### src/rtl/light_sequencer.sv
// light_sequencer: drives the `light` block's button strobe and on_off enable.
// Raw pushbutton -> 2-flop synchroniser -> (optional debounce) -> rising-edge
// detect -> press. The OFF/MANUAL/AUTO FSM issues steps from presses and from a
// dwell down-counter in AUTO.
// Build option: define LIGHT_SEQ_DEBOUNCE_EN to compile in the debounce stage.
module light_sequencer #(
  parameter int unsigned DW       = 16,
  parameter int unsigned DEBOUNCE = 4
) (
  input  logic          clk,
  input  logic          rst,
  input  logic          enable,
  input  logic          auto_mode,
  input  logic          btn_raw,
  input  logic [DW-1:0] dwell,
  output logic          button,
  output logic          on_off,
  output logic [1:0]    state,
  output logic [7:0]    step_cnt
);

  typedef enum logic [1:0] {
    ST_OFF    = 2'b00,
    ST_MANUAL = 2'b01,
    ST_AUTO   = 2'b10
  } state_e;

  logic sync1_q, sync2_q;
  logic qual_lvl;
  logic clean_lvl;
  logic prev_q;
  logic press;

  // Two-flop synchroniser for the asynchronous pushbutton.
  always_ff @(posedge clk or posedge rst) begin
    if (rst) begin
      sync1_q <= 1'b0;
      sync2_q <= 1'b0;
    end else begin
      sync1_q <= btn_raw;
      sync2_q <= sync1_q;
    end
  end

  // Level is accepted only when both synchroniser stages agree, so a button
  // level seen for a single sample never reaches the edge detector.
  assign qual_lvl = sync1_q & sync2_q;

`ifdef LIGHT_SEQ_DEBOUNCE_EN
  localparam int unsigned DBW = (DEBOUNCE > 1) ? $clog2(DEBOUNCE) : 1;

  logic           db_q, db_d;
  logic [DBW-1:0] db_cnt_q, db_cnt_d;

  // Debounced level follows the qualified level after DEBOUNCE stable cycles.
  always_comb begin
    db_d     = db_q;
    db_cnt_d = '0;
    if (qual_lvl != db_q) begin
      if (db_cnt_q == DBW'(DEBOUNCE - 1)) begin
        db_d = qual_lvl;
      end else begin
        db_cnt_d = db_cnt_q + 1'b1;
      end
    end
  end

  // Debounce state register.
  always_ff @(posedge clk or posedge rst) begin
    if (rst) begin
      db_q     <= 1'b0;
      db_cnt_q <= '0;
    end else begin
      db_q     <= db_d;
      db_cnt_q <= db_cnt_d;
    end
  end

  assign clean_lvl = db_q;
`else
  logic unused_debounce;
  assign unused_debounce = (DEBOUNCE == 0);
  assign clean_lvl       = qual_lvl;
`endif

  // Previous clean level for rising-edge detection; runs in every state so a
  // press held across OFF is not replayed later.
  always_ff @(posedge clk or posedge rst) begin
    if (rst) begin
      prev_q <= 1'b0;
    end else begin
      prev_q <= clean_lvl;
    end
  end

  assign press = clean_lvl & ~prev_q;

  state_e        state_q, state_d;
  logic [DW-1:0] cnt_q, cnt_d;
  logic          button_q, step_d;
  logic          on_off_q, on_off_d;
  logic [7:0]    step_cnt_q, step_cnt_d;
  logic          expire;

  // Next state, step decision, dwell counter and step count.
  always_comb begin
    state_d    = state_q;
    cnt_d      = cnt_q;
    step_cnt_d = step_cnt_q;
    step_d     = 1'b0;
    on_off_d   = 1'b0;

    if (!enable) begin
      state_d = ST_OFF;
    end else if (auto_mode) begin
      state_d = ST_AUTO;
    end else begin
      state_d = ST_MANUAL;
    end

    expire = (state_q == ST_AUTO) && (cnt_q == DW'(1));
    // A step due in a cycle that heads to OFF is dropped; press and expiry
    // together still give a single step.
    step_d = (state_q != ST_OFF) && (state_d != ST_OFF) && (press || expire);

    if (state_d == ST_OFF) begin
      cnt_d = '0;
    end else if ((state_d == ST_AUTO) && ((state_q != ST_AUTO) || step_d)) begin
      cnt_d = dwell;
    end else if ((state_q == ST_AUTO) && (state_d == ST_AUTO) && (cnt_q != '0)) begin
      cnt_d = cnt_q - 1'b1;
    end

    if (state_d == ST_OFF) begin
      step_cnt_d = '0;
    end else if (step_d) begin
      step_cnt_d = step_cnt_q + 8'd1;
    end

    on_off_d = (state_d != ST_OFF);
  end

  // FSM state and registered outputs.
  always_ff @(posedge clk or posedge rst) begin
    if (rst) begin
      state_q    <= ST_OFF;
      cnt_q      <= '0;
      step_cnt_q <= '0;
      button_q   <= 1'b0;
      on_off_q   <= 1'b0;
    end else begin
      state_q    <= state_d;
      cnt_q      <= cnt_d;
      step_cnt_q <= step_cnt_d;
      button_q   <= step_d;
      on_off_q   <= on_off_d;
    end
  end

  assign button   = button_q;
  assign on_off   = on_off_q;
  assign state    = state_q;
  assign step_cnt = step_cnt_q;

endmodule
### config.mk
export PLATFORM = sky130hd
export DESIGN_NAME = light_sequencer
export DESIGN_NICKNAME = d
export VERILOG_FILES = /design/src/rtl/light_sequencer.sv
export SDC_FILE = /design/constraint.sdc
export NUM_CORES = 1
export LEC_CHECK = 0
export CORE_ASPECT_RATIO = 1.5
export CORE_UTILIZATION = 52
export CTS_CLUSTER_DIAMETER = 30
export DETAILED_ROUTE_END_ITERATION = 10
export HOLD_SLACK_MARGIN = 0.03
export PLACE_DENSITY_LB_ADDON = 0.15
export SLEW_MARGIN = 20
export SYNTH_ARGS = -nofsm -noshare
export SYNTH_HDL_FRONTEND = slang
export SYNTH_SLANG_ARGS = --single-unit
### constraint.sdc
create_clock -name clk -period 2.7 [get_ports clk]
set_clock_uncertainty 0.1 [all_clocks]
set_input_delay 0.54 -clock clk [delete_from_list [all_inputs] [get_ports clk]]
set_output_delay 0.54 -clock clk [all_outputs]
set_load 0.1 [all_outputs]
Word-level counts from Yosys, hierarchy flattened
Cells that the tools add are included.
- logic and storage cells: 38
- register bits: 31
- output and inout port bits: 12
- bits of input ports: 21
- muxes and demuxes: 7
- equal/unequal tests: 4
- bitwise operators: 3
- $add $sub $neg: 2
- reduce and logical (&&, ||, !) cells: 14
- operators with widths (kind ; number):
    2-to-1 mux 16 bit ; 3
    == test 16 x 1 -> 1 bit, second input constant ; 1
    2-to-1 mux 8 bit ; 2
    nonzero test 16 bit ; 1
    subtractor 16 x 1 -> 16 bit, second input constant ; 1
    adder 8 x 1 -> 8 bit, second input constant ; 1
    logical AND 1 bit ; 6
    nonzero test 2 bit ; 3
    == test 2 bit, second input constant ; 2
    2-to-1 mux 2 bit ; 2
    nonzero test 3 bit ; 1
    AND 1 bit ; 2
    logical NOT 2 bit ; 1
    logical OR 1 bit ; 2
    != test 2 bit, second input constant ; 1
    NOT 1 bit ; 1

Longest topological paths before layout
- depth in word-level cells: 9
- gate-level depth with buffers: 9
- depth with buffers taken out: 8

Worst setup path before layout
Ideal clock, no wire load.
- path type: register to register
- start: register state_q[1] (netlist: state[1])
- end: register step_cnt_q[7] (netlist: step_cnt[7])
- path slack: 370 ps
- cell stages (with the launch flop): 6
- period minus slack after synthesis: 2330 ps
- buffers on the path: 0
- library setup time: 119 ps
- required time: 2481 ps
- arrival: 2111 ps
- cells stage by stage: dfrtp_1 -> o21ai_0 -> nor3_1 -> nand4_1 -> xnor2_1 -> and2_1
- cells in the longest elaborated chain, start to end: 5
- elaborated cells between the ends (all ways): 7
- classes of those cells: eq/ne (1); reduce/logical (6)
- ends and longest elaborated chain (item ; line ; text):
    from (decl) ; 98 ; state_e state_q, state_d;
    from (signal assigned) ; 152 ; state_q <= state_d;
    == test 2 bit ; 121 ; expire = (state_q == ST_AUTO) && (cnt_q == DW'(1));
    logical AND 1 bit ; 121 ;
    logical OR 1 bit ; 124 ; step_d = (state_q != ST_OFF) && (state_d != ST_OFF) && (press || expire);
    logical AND 1 bit (*) ; 124 ;
    nonzero test 2 bit (no line) (*) ; - ;
    to (signal assigned) ; 154 ; step_cnt_q <= step_cnt_d;
    to (decl) ; 102 ; logic [7:0] step_cnt_q, step_cnt_d;
Every way passes the cells marked *; elsewhere a longest branch is shown, timed or not.
A chain may end at the register's enable or synchronous reset.

Worst setup path after layout
- start: input port enable
- end: register cnt_q[13]
- cells in the longest elaborated chain, start to end: 8
- elaborated cells between the ends (all ways): 13
- classes of those cells: eq/ne (1); mux (3); reduce/logical (9)
- ends and longest elaborated chain (item ; line ; text):
    from (decl) ; 12 ; input logic enable,
    2-to-1 mux 2 bit (*) ; 113 ; if (!enable) begin
    nonzero test 2 bit ; 124 ;
    logical AND 1 bit (2 in a row) ; 124 ;
    logical OR 1 bit ; 128 ; end else if ((state_d == ST_AUTO) && ((state_q != ST_AUTO) || step_d)) begin
    logical AND 1 bit ; 128 ;
    2-to-1 mux 16 bit ; 128 ;
    2-to-1 mux 16 bit ; 126 ; if (state_d == ST_OFF) begin
    to (signal assigned) ; 153 ; cnt_q <= cnt_d;
    to (decl) ; 99 ; logic [DW-1:0] cnt_q, cnt_d;
Marked as above.

==> results.py <==
metrics = {
    "clocking": {
        "cts_buffers": 5,
        "cts_resized": 0,
        "cts.reportedPaths.clkPinSlew_ps": 60,
        "root_buffer": "clkbuf_8",
        "cts_sinks": 31,
        "cts_buffer_depth": 2,
        "htree_levels": 2,
        "insertion_delay_ps": 280,
        "cts_setup_buffers": 0,
        "postCtsHoldBufs": 0,
        "cts_tree": "yes",
    },
    "worst_setup_path": {
        "crit_type": "in2reg",
        "reg2reg_depth": 6,
        "crit_arrival_ps": 2420,
        "r2r_start": "cnt_q[4]",
        "endpoint": "cnt_q[13]",
        "critical-path-slowest-cell": "clkdlybuf4s50_1",
        "rr_endpoint": "step_cnt[4]",
        "max_stage_delay_ps": 670,
        "worstPathRequired_ps": 2790,
        "crit_chain": "clkdlybuf4s50_1 > buf_4 > nand2_1 > a31o_2 > buf_4 > nor3_1 > o21ai_0 > o21ai_0",
        "reg2reg_slack_ps": 430,
        "setup.worst_path.start": "enable",
        "critPathCaptureType": "flop",
        "critPathMaxFanout": 15,
        "cp-start-kind": "input port",
    },
    "finish": {
        "diodes": 0,
        "final_nets": 266,
        "areaGrowthSynthToFinish_pct": 22.9,
        "drive_gt1_share_pct": 14.1,
    },
    "synthesis": {
        "post_synth_num_cell_types": 45,
        "syn_area_um2": 1840,
        "syn_area_per_cell_um2": 8.89,
        "ys_warn_count": 0,
        "seq_area_frac_synth_pct": 42.2,
        "syn_nets": 232,
        "syn_inst": 207,
        "ys_ff_latch": 31,
    },
    "die": {
        "fp.dieH_um": 74.8,
        "die_area_um2": 3780,
        "pin_count": 33,
        "initial_utilization_pct": 54.4,
        "rows": 26,
        "die_x_um": 50.6,
        "coreArea_um2": 3380,
    },
    "pwr": {
        "irDropWorstVdd_mv": 0.383,
        "p_per_area_nw_per_um2": 506,
        "power.leakage_nw": 0.993,
    },
    "grt": {
        "antenna_found_initial": 0,
        "grtUsageTotal_pct": 26.0,
        "grt_max_degree": 40,
        "grt_pass1_wl_um": 7450,
        "grt_remaining_overflow": 0,
        "grt_pass1_vias": 1751,
    },
    "timing": {
        "setup_viol": 0,
        "whs_ps": 310,
        "rsz0062_at_grt": "no",
        "finalCritPeriodShare_pct": 86.1,
        "max_slew_margin_pct": 61.9,
        "tns_ps": 0,
        "hold_viol_final": 0,
        "min_period_ps": 2320,
        "slew_violations": 0,
        "max_freq_mhz": 430,
        "worst_slew_pin_slew_ps": 566,
    },
    "route": {
        "num_vias": 1682,
        "wirelength_um": 4410,
        "first_pass_iters": 4,
        "ant_nets": 0,
        "first_iter_violations": 43,
        "drc": 0,
        "avgRoutedWirePerCell_um": 15.6,
        "vias_per_cell": 5.94,
    },
    "place": {
        "dp_hpwl_um": 3220,
        "place.gp.congestion": 0.856,
        "port_buffers": 32,
    },
    "status": {
        "status": "finished, final reports clean",
    },
    "flow_run": {
        "maxCapViolations": 0,
    },
    "min_path": {
        "min_path_type": "reg2reg",
        "whs_path_depth": 0,
    },
}
[Yosys cell counts (all sizes together)]
cell / number / area, um^2
o22ai: 6 / 37.5
nand2b: 3 / 18.8
nor4b: 1 / 8.76
nor2: 14 / 52.6
nor3: 10 / 50.1
a31o: 2 / 26.3
dfrtp: 31 / 776
and2: 6 / 37.5
or4: 3 / 22.5
buf: 7 / 45.0
and3b: 1 / 8.76
o21a: 1 / 7.51
nand4: 2 / 18.8
nor2b: 2 / 12.5
xnor2: 4 / 35.0
or3: 2 / 12.5
nand3: 10 / 50.1
inv: 12 / 45.0
o31ai: 1 / 7.51
and3: 4 / 25.0
a31oi: 1 / 12.5
o211ai: 2 / 15.0
o21ai: 23 / 123
nor4: 8 / 77.6
o31a: 1 / 8.76
ha: 4 / 50.1
a21oi: 19 / 95.1
a32o: 1 / 10.0
mux2i: 3 / 30.0
xor2: 1 / 8.76
and2b: 1 / 8.76
nand2: 14 / 52.6
and4: 2 / 20.0
nor3b: 3 / 22.5
clkbuf: 2 / 7.51
[metal layers]
metal | track usage, % | part of all wire, %
met5 | 0 | 0
met4 | 11.7 | 2.0
met3 | 4.85 | 4.1
met2 | 49.0 | 54
met1 | 27.9 | 40
[power by group]
part,total [mW],switching (mW),internal [mW]
Combinational,0.256,0.153,0.103
Clock,0.369,0.169,0.200
Sequential,0.518,0.0308,0.487
[kinds of logic (layout without fill, tap and decap cells)]
| family | after synthesis | after routing | share of synthesized area [%] |
|---|---|---|---|
| xor gates and xnor gates | 5 | 5 | 2.38 |
| muxes | 3 | 3 | 1.63 |
| buffers and inverters | 21 | 55 | 5.31 |
| adders and majority gates | 4 | 4 | 2.72 |
| DFF | 31 | 31 | 42.2 |
| AOI/OAI and AO/OA | 57 | 57 | 18.6 |
| and+or+nand+nor | 86 | 86 | 27.1 |
[final cells by class]
type                       instances  area (um^2)
fill                             280         1120
multi-input combinational        155          966
sequential                        31          776
timing repair buffer              36          333
clock buffer                       6         82.6
tap                               42         52.6
inverter                          12         45.0
clock inverter                     1         5.00
[stage by stage]
| stage | cell area [um^2] | power, mW | cells | setup WS, ps | util [%] |
|---|---|---|---|---|---|
| finish | 2260 | 1.14 | 283 | 376 | 66.8 |
| global route | 2260 | 1.19 | 283 | 206 | 66.8 |
| CTS | 2260 | 1.15 | 283 | 376 | 66.8 |
| detailed placement | 2170 | 0.780 | 276 | 94.1 | 64.2 |
| global placement | 2170 | 0.772 | 276 | 167 | 64.2 |
| floorplan | 1840 | 0.698 | 207 | 370 | - |
[state kept, by name, indices dropped and copies added (netlist names)]
signal and count:
cnt_q 16, step_cnt 8, state 2, button 1, on_off 1, prev_q 1
sync1_q 1, sync2_q 1
[worst min-delay path by stage]
| stage | endpoint | slack (ps) | start |
|---|---|---|---|
| 2_1_floorplan | sync2_q | 260 | sync1_q |
| 3_3_place_gp | sync2_q | 270 | sync1_q |
| 3_5_place_dp | sync2_q | 300 | sync1_q |
| 4_1_cts | sync2_q | 310 | sync1_q |
| 5_1_grt | sync2_q | 330 | sync1_q |
| 6_report | sync2_q | 310 | sync1_q |
[critical path, delay by kind of cell]
| kind | cells | cell delay, ps |
|---|---|---|
| AOI/OAI and AO/OA | 3 | 440 |
| buffers and inverters | 3 | 1130 |
| and+or+nand+nor | 2 | 310 |
[cell usage in the layout (no fill, tap or decap), types with 4 or more instances in the layout]
cell | netlist | layout
dfrtp_1 | 31 | 31
clkdlybuf4s50_1 | 0 | 20
a21oi_1 | 19 | 19
o21ai_0 | 16 | 16
buf_4 | 2 | 15
nor2_1 | 14 | 14
nand2_1 | 14 | 14
inv_1 | 12 | 12
nand3_1 | 10 | 10
nor3_1 | 10 | 10
and2_1 | 6 | 6
o22ai_1 | 6 | 6
clkbuf_8 | 0 | 6
o21ai_1 | 5 | 5
nor4_1 | 5 | 5
and3_1 | 4 | 4
xnor2_1 | 4 | 4
ha_1 | 4 | 4
No activity file was read; power rests on OpenSTA's default activity.
